`config.mk`:
```
export PLATFORM = sky130hd
export DESIGN_NAME = level_sequencer_flat
export DESIGN_NICKNAME = d
export VERILOG_FILES = /design/src/rtl/level_sequencer_if.sv /design/src/rtl/level_sequencer.sv /design/src/flat_wrapper.sv
export SDC_FILE = /design/constraint.sdc
export NUM_CORES = 1
export LEC_CHECK = 0
export ABC_AREA = 1
export CORE_UTILIZATION = 29
export CTS_CLUSTER_DIAMETER = 60
export DETAILED_ROUTE_END_ITERATION = 10
export PLACE_DENSITY = 0.62
export SLEW_MARGIN = 40
export SYNTH_ARGS = -nofsm -noshare
export SYNTH_HDL_FRONTEND = slang
export SYNTH_SLANG_ARGS = --single-unit
```
`constraint.sdc`:
```
create_clock -name clk -period 1.6 [get_ports clk]
set_input_delay 0.24 -clock clk [delete_from_list [all_inputs] [get_ports clk]]
set_output_delay 0.24 -clock clk [all_outputs]
set_load 0.01 [all_outputs]
```
`src/rtl/level_sequencer_if.sv`:
```
// level_sequencer_if: player/random inputs and target/status outputs of the game-flow controller
interface level_sequencer_if;
  logic        enter_pressed;
  logic        player_at_target;
  logic        player_dead;
  logic [4:0]  rand_col;
  logic [4:0]  rand_row;
  logic [1:0]  level;
  logic [10:0] target_x;
  logic [10:0] target_y;
  logic        target_kind;
  logic        target_valid;
  logic        level_start;
  logic        game_won;
  logic        game_over;
  modport master (
    output enter_pressed, player_at_target, player_dead, rand_col, rand_row,
    input  level, target_x, target_y, target_kind, target_valid, level_start, game_won, game_over
  );
  modport slave (
    input  enter_pressed, player_at_target, player_dead, rand_col, rand_row,
    output level, target_x, target_y, target_kind, target_valid, level_start, game_won, game_over
  );
endinterface

```
`src/rtl/level_sequencer.sv`:
```
// level_sequencer: draws door/idol cells, sequences two levels and flags win/lose
module level_sequencer #(
  parameter int NUM_COLS     = 9,
  parameter int NUM_ROWS     = 6,
  parameter int CELL_SIZE    = 64,
  parameter int X_OFFSET     = 15,
  parameter int Y_OFFSET     = 48,
  parameter int MAX_RETRY    = 31,
  parameter int CLEAR_CYCLES = 50
) (
  input logic              clk,
  input logic              reset,
  level_sequencer_if.slave bus
);
  localparam int CW = $clog2(MAX_RETRY + 1);
  localparam int LW = $clog2(CLEAR_CYCLES);
  typedef enum logic [2:0] {S_IDLE, S_DRAW1, S_DRAW2, S_PLAY, S_CLEAR, S_WIN, S_LOSE} state_t;
  state_t          r_state, w_nxt;
  logic            r_enter_q;
  logic [CW-1:0]   r_cnt;
  logic [LW-1:0]   r_clr;
  logic [4:0]      r_c1_col, r_c1_row, r_c2_col, r_c2_row;
  logic [1:0]      r_level;
  logic [10:0]     r_tx, r_ty;
  logic            r_kind, r_level_start;
  logic            w_edge, w_ok1, w_ok2, w_max, w_clr_done;
  function automatic logic [10:0] px(input logic [4:0] v, input int off);
    return 11'(v) * 11'(CELL_SIZE) + 11'(off);
  endfunction
  assign w_edge     = bus.enter_pressed & ~r_enter_q;
  assign w_ok1      = (bus.rand_col < 5'(NUM_COLS)) && (bus.rand_row < 5'(NUM_ROWS));
  assign w_ok2      = w_ok1 && ({bus.rand_col, bus.rand_row} != {r_c1_col, r_c1_row});
  assign w_max      = r_cnt == CW'(MAX_RETRY);
  assign w_clr_done = r_clr == '0;
  // state register
  always_ff @(posedge clk or posedge reset)
    if (reset) r_state <= S_IDLE;
    else r_state <= w_nxt;
  // next-state: a dead player beats reaching the target; CLEAR ignores death
  always_comb begin
    w_nxt = r_state;
    case (r_state)
      S_IDLE:  w_nxt = w_edge ? S_DRAW1 : S_IDLE;
      S_DRAW1: w_nxt = (w_ok1 || w_max) ? S_DRAW2 : S_DRAW1;
      S_DRAW2: w_nxt = (w_ok2 || w_max) ? S_PLAY : S_DRAW2;
      S_PLAY:  w_nxt = bus.player_dead ? S_LOSE : bus.player_at_target ? S_CLEAR : S_PLAY;
      S_CLEAR: w_nxt = !w_clr_done ? S_CLEAR : (r_level == 2'd2) ? S_WIN : S_PLAY;
      S_WIN,
      S_LOSE:  w_nxt = w_edge ? S_IDLE : r_state;
      default: w_nxt = S_IDLE;
    endcase
  end
  // datapath: cell draws, counters and target registers loaded on the edge entering PLAY
  always_ff @(posedge clk or posedge reset)
    if (reset) begin
      r_enter_q     <= 1'b0;
      r_cnt         <= '0;
      r_clr         <= '0;
      r_c1_col      <= '0;
      r_c1_row      <= '0;
      r_c2_col      <= '0;
      r_c2_row      <= '0;
      r_level       <= '0;
      r_tx          <= '0;
      r_ty          <= '0;
      r_kind        <= 1'b0;
      r_level_start <= 1'b0;
    end else begin
      r_enter_q     <= bus.enter_pressed;
      r_level_start <= (w_nxt == S_PLAY) && (r_state != S_PLAY);
      case (r_state)
        S_IDLE: r_cnt <= '0;
        S_DRAW1: begin
          r_cnt <= (w_ok1 || w_max) ? '0 : r_cnt + 1'b1;
          if (w_ok1) begin
            r_c1_col <= bus.rand_col;
            r_c1_row <= bus.rand_row;
          end else if (w_max) begin
            r_c1_col <= 5'd0;
            r_c1_row <= 5'd0;
          end
        end
        S_DRAW2: begin
          r_cnt <= (w_ok2 || w_max) ? '0 : r_cnt + 1'b1;
          if (w_ok2) begin
            r_c2_col <= bus.rand_col;
            r_c2_row <= bus.rand_row;
          end else if (w_max) begin
            r_c2_col <= 5'd1;
            r_c2_row <= 5'd0;
          end
          if (w_ok2 || w_max) begin
            r_level <= 2'd1;
            r_tx    <= px(r_c1_col, X_OFFSET);
            r_ty    <= px(r_c1_row, Y_OFFSET);
            r_kind  <= 1'b0;
          end
        end
        S_PLAY: if (!bus.player_dead && bus.player_at_target) r_clr <= LW'(CLEAR_CYCLES - 1);
        S_CLEAR:
          if (!w_clr_done) r_clr <= r_clr - 1'b1;
          else if (r_level != 2'd2) begin
            r_level <= 2'd2;
            r_tx    <= px(r_c2_col, X_OFFSET);
            r_ty    <= px(r_c2_row, Y_OFFSET);
            r_kind  <= 1'b1;
          end
        S_WIN,
        S_LOSE: if (w_edge) r_level <= 2'd0;
        default: ;
      endcase
    end
  assign bus.level        = r_level;
  assign bus.target_x     = r_tx;
  assign bus.target_y     = r_ty;
  assign bus.target_kind  = r_kind;
  assign bus.target_valid = r_state == S_PLAY;
  assign bus.level_start  = r_level_start;
  assign bus.game_won     = r_state == S_WIN;
  assign bus.game_over    = r_state == S_LOSE;
endmodule

```
`src/flat_wrapper.sv`:
```
// flat-port wrapper written by rule: the top's interface ports become plain ports
module level_sequencer_flat 
#(
  parameter int NUM_COLS     = 9,
  parameter int NUM_ROWS     = 6,
  parameter int CELL_SIZE    = 64,
  parameter int X_OFFSET     = 15,
  parameter int Y_OFFSET     = 48,
  parameter int MAX_RETRY    = 31,
  parameter int CLEAR_CYCLES = 50
)
  (clk, reset, bus_enter_pressed, bus_player_at_target, bus_player_dead, bus_rand_col, bus_rand_row, bus_level, bus_target_x, bus_target_y, bus_target_kind, bus_target_valid, bus_level_start, bus_game_won, bus_game_over);
  level_sequencer_if bus_i ();
  input logic clk;
  input logic reset;
  input wire logic [$bits(bus_i.enter_pressed)-1:0] bus_enter_pressed;
  input wire logic [$bits(bus_i.player_at_target)-1:0] bus_player_at_target;
  input wire logic [$bits(bus_i.player_dead)-1:0] bus_player_dead;
  input wire logic [$bits(bus_i.rand_col)-1:0] bus_rand_col;
  input wire logic [$bits(bus_i.rand_row)-1:0] bus_rand_row;
  output wire logic [$bits(bus_i.level)-1:0] bus_level;
  output wire logic [$bits(bus_i.target_x)-1:0] bus_target_x;
  output wire logic [$bits(bus_i.target_y)-1:0] bus_target_y;
  output wire logic [$bits(bus_i.target_kind)-1:0] bus_target_kind;
  output wire logic [$bits(bus_i.target_valid)-1:0] bus_target_valid;
  output wire logic [$bits(bus_i.level_start)-1:0] bus_level_start;
  output wire logic [$bits(bus_i.game_won)-1:0] bus_game_won;
  output wire logic [$bits(bus_i.game_over)-1:0] bus_game_over;
  assign bus_i.enter_pressed = bus_enter_pressed;
  assign bus_i.player_at_target = bus_player_at_target;
  assign bus_i.player_dead = bus_player_dead;
  assign bus_i.rand_col = bus_rand_col;
  assign bus_i.rand_row = bus_rand_row;
  assign bus_level = bus_i.level;
  assign bus_target_x = bus_i.target_x;
  assign bus_target_y = bus_i.target_y;
  assign bus_target_kind = bus_i.target_kind;
  assign bus_target_valid = bus_i.target_valid;
  assign bus_level_start = bus_i.level_start;
  assign bus_game_won = bus_i.game_won;
  assign bus_game_over = bus_i.game_over;
  level_sequencer #(.NUM_COLS(NUM_COLS), .NUM_ROWS(NUM_ROWS), .CELL_SIZE(CELL_SIZE), .X_OFFSET(X_OFFSET), .Y_OFFSET(Y_OFFSET), .MAX_RETRY(MAX_RETRY), .CLEAR_CYCLES(CLEAR_CYCLES)) u_core (.clk(clk), .reset(reset), .bus(bus_i));
endmodule
```
# Word-level counts from Yosys, hierarchy flattened
# Cells that the tools add are included.
# op_classes
addsub,6
magnitude_cmp,2
eq_ne,18
muxes,38
n_bitwise,2
reduce_logical,21
# ops
cell,count
11-bit two-way mux,6
11-bit case mux with 2 select lines,2
5-bit two-way mux,8
"11-bit by 4-bit adder with 11-bit output, second input constant",2
"11-bit by 6-bit adder with 11-bit output, second input constant",2
3-bit case mux with 6 select lines,1
3-bit two-way mux,5
5-bit case mux with 3 select lines,1
6-bit two-way mux,2
6-bit case mux with 2 select lines,1
2-bit two-way mux,5
10-bit inequality test,1
"2-bit by 1-bit inequality test with 1-bit output, second input constant",5
"3-bit by 2-bit equality test with 1-bit output, second input constant",3
"3-bit equality test, second input constant",3
2-bit nonzero test,4
6-bit logical NOT,1
2-bit case mux with 3 select lines,1
3-bit nonzero test,2
"6-bit by 1-bit subtractor with 6-bit output, second input constant",1
"5-bit by 1-bit adder with 5-bit output, second input constant",1
"5-bit equality test, second input constant",1
"5-bit by 3-bit less-than comparator with 1-bit output, second input constant",1
"5-bit by 4-bit less-than comparator with 1-bit output, second input constant",1
other kinds (17),27
# word_totals
regBits,61
input_bits,15
output_inout_bits,29
word_cells,100

# Longest topological paths before layout
# Gate-level depths: netlist (run 1).
# depth
depth_word,8
mapped_depth,13
ltp_nobuf,12

# Worst setup path before layout (run 1)
# No wires, ideal clock.
# synth_path
kind,register to register
from,reg u_core.r_cnt[0]
to,reg u_core.r_ty[8] (netlist: u_core.bus.target_y[8])
setup_time_ns,0.117
arrival_ns,1.417
t_required_ns,1.483
slack_ns,0.066
path_stages_with_launch,12
cell_sequence,dfrtp_1 ha_1 nand2_1 nor2_1 ha_1 inv_1 nand2_2 nand2_4 nand2_4 buf_8 nand2_2 nand2_1
# synth_via
elab_chain_len,4
# synth_rtl
item,line,text
"start, declared",level_sequencer.sv:20,logic [CW-1:0] r_cnt;
"start signal, assigned",level_sequencer.sv:74,r_cnt <= (w_ok1 || w_max) ? '0 : r_cnt + 1'b1;
"start signal, assigned",level_sequencer.sv:84,r_cnt <= (w_ok2 || w_max) ? '0 : r_cnt + 1'b1;
5-bit equality test,level_sequencer.sv:33,assign w_max = r_cnt == CW'(MAX_RETRY);
1-bit logical OR,level_sequencer.sv:92,if (w_ok2 || w_max) begin
2-bit by 1-bit inequality test with 1-bit output (no line),n/a,
4-bit AND reduction (no line),n/a,
"end signal, assigned",level_sequencer.sv:95,"r_ty <= px(r_c1_row, Y_OFFSET);"
"end signal, assigned",level_sequencer.sv:105,"r_ty <= px(r_c2_row, Y_OFFSET);"
"end, declared",level_sequencer.sv:24,"logic [10:0] r_tx, r_ty;"
# No other way between the ends.
# A chain may end at the register's enable or synchronous reset.

# Worst setup path after layout (run 1)
# layout_path
from,reg u_core.r_state[0]
to,reg u_core.r_level[0] (netlist: u_core.bus.level[0])
# layout_via
elab_chain_len,4
elab_cells_between_ends,12
# layout_rtl
item,line,text
"start, declared",level_sequencer.sv:18,"state_t r_state, w_nxt;"
"start signal, assigned",level_sequencer.sv:38,else r_state <= w_nxt;
3-bit equality test,level_sequencer.sv:71,case (r_state)
2-bit OR reduction,level_sequencer.sv:71,
2-bit by 1-bit inequality test with 1-bit output (no line) or 3-bit nonzero test (tied branches),n/a,
5-bit AND reduction (no line),n/a,
"end signal, assigned",level_sequencer.sv:63,r_level <= '0;
"end signal, assigned",level_sequencer.sv:93,r_level <= 2'd1;
"end signal, assigned",level_sequencer.sv:103,r_level <= 2'd2;
"end, declared",level_sequencer.sv:23,logic [1:0] r_level;
# Parallel ways exist; a longest one is shown, timed or not.

==> results.py, run 1 <==
metrics = {
    "min_path": {
        "hold_class": "in2reg",
        "worstHoldPathCells": 3,
        "hp-start": "bus_rand_row[1]",
        "min_to": "u_core.r_c2_row[1]",
    },
    "placed_design": {
        "dpl.cell_count": 485,
        "pre_cts_ws_ns": -0.271,
        "post_dp_cell_area_um2": 3280,
        "place_congestion": 0.793,
        "io_buffers": 37,
        "dpl.hpwl_um": 4180,
    },
    "power_and_ir_drop": {
        "power_density_nw_per_um2": 1430,
        "worst_ir_drop_vdd_v": 0.000415,
        "comb_power_share_pct": 46.5,
        "leakage_nw": 1.82,
        "p_switching_mw": 2.03,
        "seq_power_share_pct": 38.8,
        "p_int_mw": 3.29,
        "clockPowerShare_pct": 14.7,
        "switching_share_pct": 38.2,
    },
    "run_status": {
        "status": "complete, no violations",
    },
    "worst_setup_path": {
        "crit_fanout": 4,
        "cp-start-kind": "register",
        "worst_path_max_delay_cell": "dfrtp_1",
        "path_cells": "buf_6 > buf_6 > nor2_4 > inv_2 > buf_4 > o21ai_1 > a31oi_1 > nand2_1 > nand2_1 > nand2_1",
        "cp-end-kind": "register",
        "regToRegEndpoint": "u_core.bus.level[0]",
        "crit_required_ns": 1.85,
        "ff2ff_path_depth": 10,
        "crit_type": "reg2reg",
        "cp_slowest_stage_delay_ns": 0.42,
        "r2r-start": "u_core.r_state[0]",
        "crit_path_frequent_cell": "nand2_1",
        "reg2reg_setup_slack_ns": 0.04,
        "cp_data_arrival_time_ns": 1.81,
    },
    "yosys": {
        "synth_top_cells_by_area": "dfrtp_1, nand2_1, inv_1, o21ai_0, buf_4",
        "synth_area_um2": 2680,
        "synth.avg_cell_area_um2": 8.15,
        "yosysUniqueCellTypes": 36,
        "netlist.area_leader.share_pct": 46.7,
        "ys_async_sr_fraction_pct": 100,
        "netlist_instances": 329,
        "synth_top_cell_by_area": "dfrtp_1",
        "synth-seq-cells": 50,
        "yosys_warnings": 0,
        "synth_edf_count": 0,
        "yosysSeqAreaShare_pct": 46.7,
        "synth-main-ff-cell": "dfrtp_1",
    },
    "global_routing": {
        "grt_usage_pct": 12.7,
        "grt_overflow_total": 0,
        "grt_max_degree": 51,
        "grt_pass1_vias": 2178,
        "antenna_found_initial": 0,
        "grt_pass1_wl_um": 9930,
    },
    "layout": {
        "final_cell_count_no_fill": 512,
        "syn2layout_area_growth_pct": 38.9,
        "drive_gt1_share_pct": 31.7,
        "final_util_pct": 42.1,
        "antenna_cells": 0,
        "fillers": 870,
        "fin_nets": 422,
        "finalInstanceArea_um2": 3720,
    },
    "timing": {
        "setup_viol": 0,
        "slew_viol_final": 0,
        "setup_slack_ns": 0.0421,
        "fmax_mhz": 642,
        "hold_viol": 0,
        "clock_skew_ns": 0.00872,
        "holdWs_ns": 0.282,
        "rsz0062_at_grt": "yes",
        "fin_crit_sh_pct": 97.4,
        "min_period_ns": 1.56,
    },
    "die": {
        "die_x_um": 98.1,
        "die_y_um": 98.1,
        "die_area_um2": 9630,
        "core_area_um2": 8850,
        "io_pins": 44,
        "rows": 34,
        "initial_core_util_pct": 30.3,
    },
    "clock_tree": {
        "cts.sinks": 50,
        "clockRootBuffer": "clkbuf_8",
        "cts_max_path_buffers": 2,
        "tritoncts": "done",
        "clk_pin_slew_ns": 0.09,
        "cts_buffers": 5,
        "cts_max_level": 2,
        "worstSkewPairLatency_ns": 0.31,
        "cts_hold_buf": 0,
    },
    "detailed_routing": {
        "dr.pass1.iters": 6,
        "drt_wl_total_um": 5850,
        "wl_per_cell_um": 11.4,
        "vias": 2252,
        "drc": 0,
        "drt-initial-drc-count": 109,
        "ant_nets": 0,
        "vias_per_cell": 4.40,
    },
    "run": {
        "drv_cap": 0,
    },
}
## synthesized netlist by cell type, drive strengths merged, types with 3 or more instances
cell    count
o22ai       6
ha          4
o21ai      30
nor3        4
nand3      21
clkinv      3
xor2        4
a21oi       6
dfrtp      50
nand2      99
buf        17
nor2       25
xnor2       4
nand4       4
inv        45
## kinds of logic (layout without fill, tap and decap cells)
kind of cell | after synthesis | in the layout | synth area share (%)
and+or+nand+nor | 155 | 155 | 27.4
buffers and inverters | 66 | 136 | 12.2
DFF | 50 | 50 | 46.7
AOI/OAI and AO/OA | 45 | 45 | 9.10
xor gates and xnor gates | 8 | 8 | 2.61
adders and majority gates | 4 | 4 | 1.87
other | 1 | 6 | 0.140
## cells in the final DEF, fill, tap and decap left out, types with 2 or more instances in the layout
cell type | synthesis | routed
a21oi_1 | 5 | 3
a21oi_2 | 1 | 3
buf_12 | 0 | 3
buf_4 | 14 | 34
buf_6 | 1 | 5
clkbuf_8 | 0 | 6
clkdlybuf4s50_1 | 0 | 31
clkinv_4 | 1 | 2
conb_1 | 1 | 6
dfrtp_1 | 50 | 49
dlygate4sd2_1 | 0 | 2
ha_2 | 0 | 2
inv_1 | 40 | 34
inv_2 | 5 | 12
nand2_1 | 80 | 69
nand2_2 | 15 | 21
nand2_4 | 4 | 7
nand2_8 | 0 | 2
nand3_1 | 19 | 10
nand3_2 | 1 | 10
nand4_1 | 4 | 4
nor2_1 | 19 | 16
nor2_2 | 5 | 7
nor2_4 | 1 | 2
nor3_1 | 4 | 3
o21ai_0 | 23 | 19
o21ai_1 | 7 | 8
o21ai_2 | 0 | 3
o22ai_1 | 6 | 6
xnor2_1 | 4 | 4
xor2_1 | 4 | 4
## critical path, delay by kind of cell (launching register included)
family / cells / cell delay [ns]
flip-flops: 1 / 0.42
AND/OR/NAND/NOR: 4 / 0.36
AO/OA/AOI/OAI: 2 / 0.27
buffers and inverters: 4 / 0.46
## power groups by stage
stage	logic (mW)	clock network (mW)	registers, mW
2_1_floorplan	1.27	0	2.06
3_3_place_gp	2.09	0	2.05
3_5_place_dp	2.11	0	2.06
4_1_cts	2.17	0.812	2.03
5_1_grt	2.78	0.863	2.13
6_report	2.47	0.782	2.07
## metrics by stage
step	total power [mW]	TNS, ns
6_report	5.32	0
5_1_grt	5.78	-1.06
4_1_cts	5.01	-0.00633
3_5_place_dp	4.17	-8.29
3_3_place_gp	4.14	-7.99
2_1_floorplan	3.33	0
## flip-flops by register name, summed over array words and instances (netlist names)
signal	flops
u_core.r_c2_col	5
u_core.r_state	3
u_core.bus.target_y	6
u_core.r_cnt	5
u_core.bus.target_x	5
u_core.r_c1_col	5
u_core.r_c2_row	5
u_core.bus.level_start	1
u_core.bus.level	2
u_core.r_clr	6
u_core.r_c1_row	5
u_core.r_enter_q	1
u_core.bus.target_kind	1
## area by class of cell
type	count	area (µm²)	area share [%]
clock buffers	6	82.6	2.22
clock inverters	2	12.5	0.336
inverters	48	190	5.11
multi-input cells	218	1290	34.7
flip-flops and latches	50	1250	33.6
well taps	108	135	3.63
repair buffers	80	759	20.4
## metal layers
layer  routed length, µm  GRT usage, %
met1                2880          17.6
met2                2700          19.8
met3                 163          2.29
met4                 101          5.17
met5                   0             0
## repair_timing
item                                    CTS  global route
setup buffers                             2            16
gates resized for setup                  16            56
endpoints found under the setup margin    5            46
pin swaps                                 2            25
gates cloned                              1             1
## worst max-delay path by stage
stage / endpoint / startpoint / depth (start not counted) / slack (ns)
after floorplan: u_core.bus.target_y[8] / u_core.r_cnt[0] / 11 / 0.07
after global placement: u_core.bus.target_y[10] / bus_rand_col[1] / 11 / -0.27
after detailed placement: u_core.bus.target_y[10] / bus_rand_col[2] / 11 / -0.27
after CTS: u_core.r_clr[4] / u_core.r_state[0] / 11 / -0.006
after global routing: u_core.r_clr[4] / u_core.r_state[0] / 11 / -0.08
final: u_core.bus.level[0] / u_core.r_state[0] / 10 / 0.04
Note: power is estimated with default switching activity, not from simulation.
==> inputs of run 2 (changes only) <==
--- a/config.mk
+++ b/config.mk
@@ -10,7 +10,7 @@
 export CTS_CLUSTER_DIAMETER = 60
 export DETAILED_ROUTE_END_ITERATION = 10
 export PLACE_DENSITY = 0.62
-export SLEW_MARGIN = 40
+export SLEW_MARGIN = 30
 export SYNTH_ARGS = -nofsm -noshare
 export SYNTH_HDL_FRONTEND = slang
 export SYNTH_SLANG_ARGS = --single-unit
==> results of run 2 <==
No change in the layout: final DEF, timing and power equal those of run 1.
==> inputs of run 3 (changes only) <==
--- a/config.mk
+++ b/config.mk
@@ -7,6 +7,7 @@
 export LEC_CHECK = 0
 export ABC_AREA = 1
 export CORE_UTILIZATION = 29
+export CTS_BUF_LIST = sky130_fd_sc_hd__clkbuf_8
 export CTS_CLUSTER_DIAMETER = 60
 export DETAILED_ROUTE_END_ITERATION = 10
 export PLACE_DENSITY = 0.62
==> results of run 3 <==
No change in the layout: final DEF, timing and power equal those of run 1.
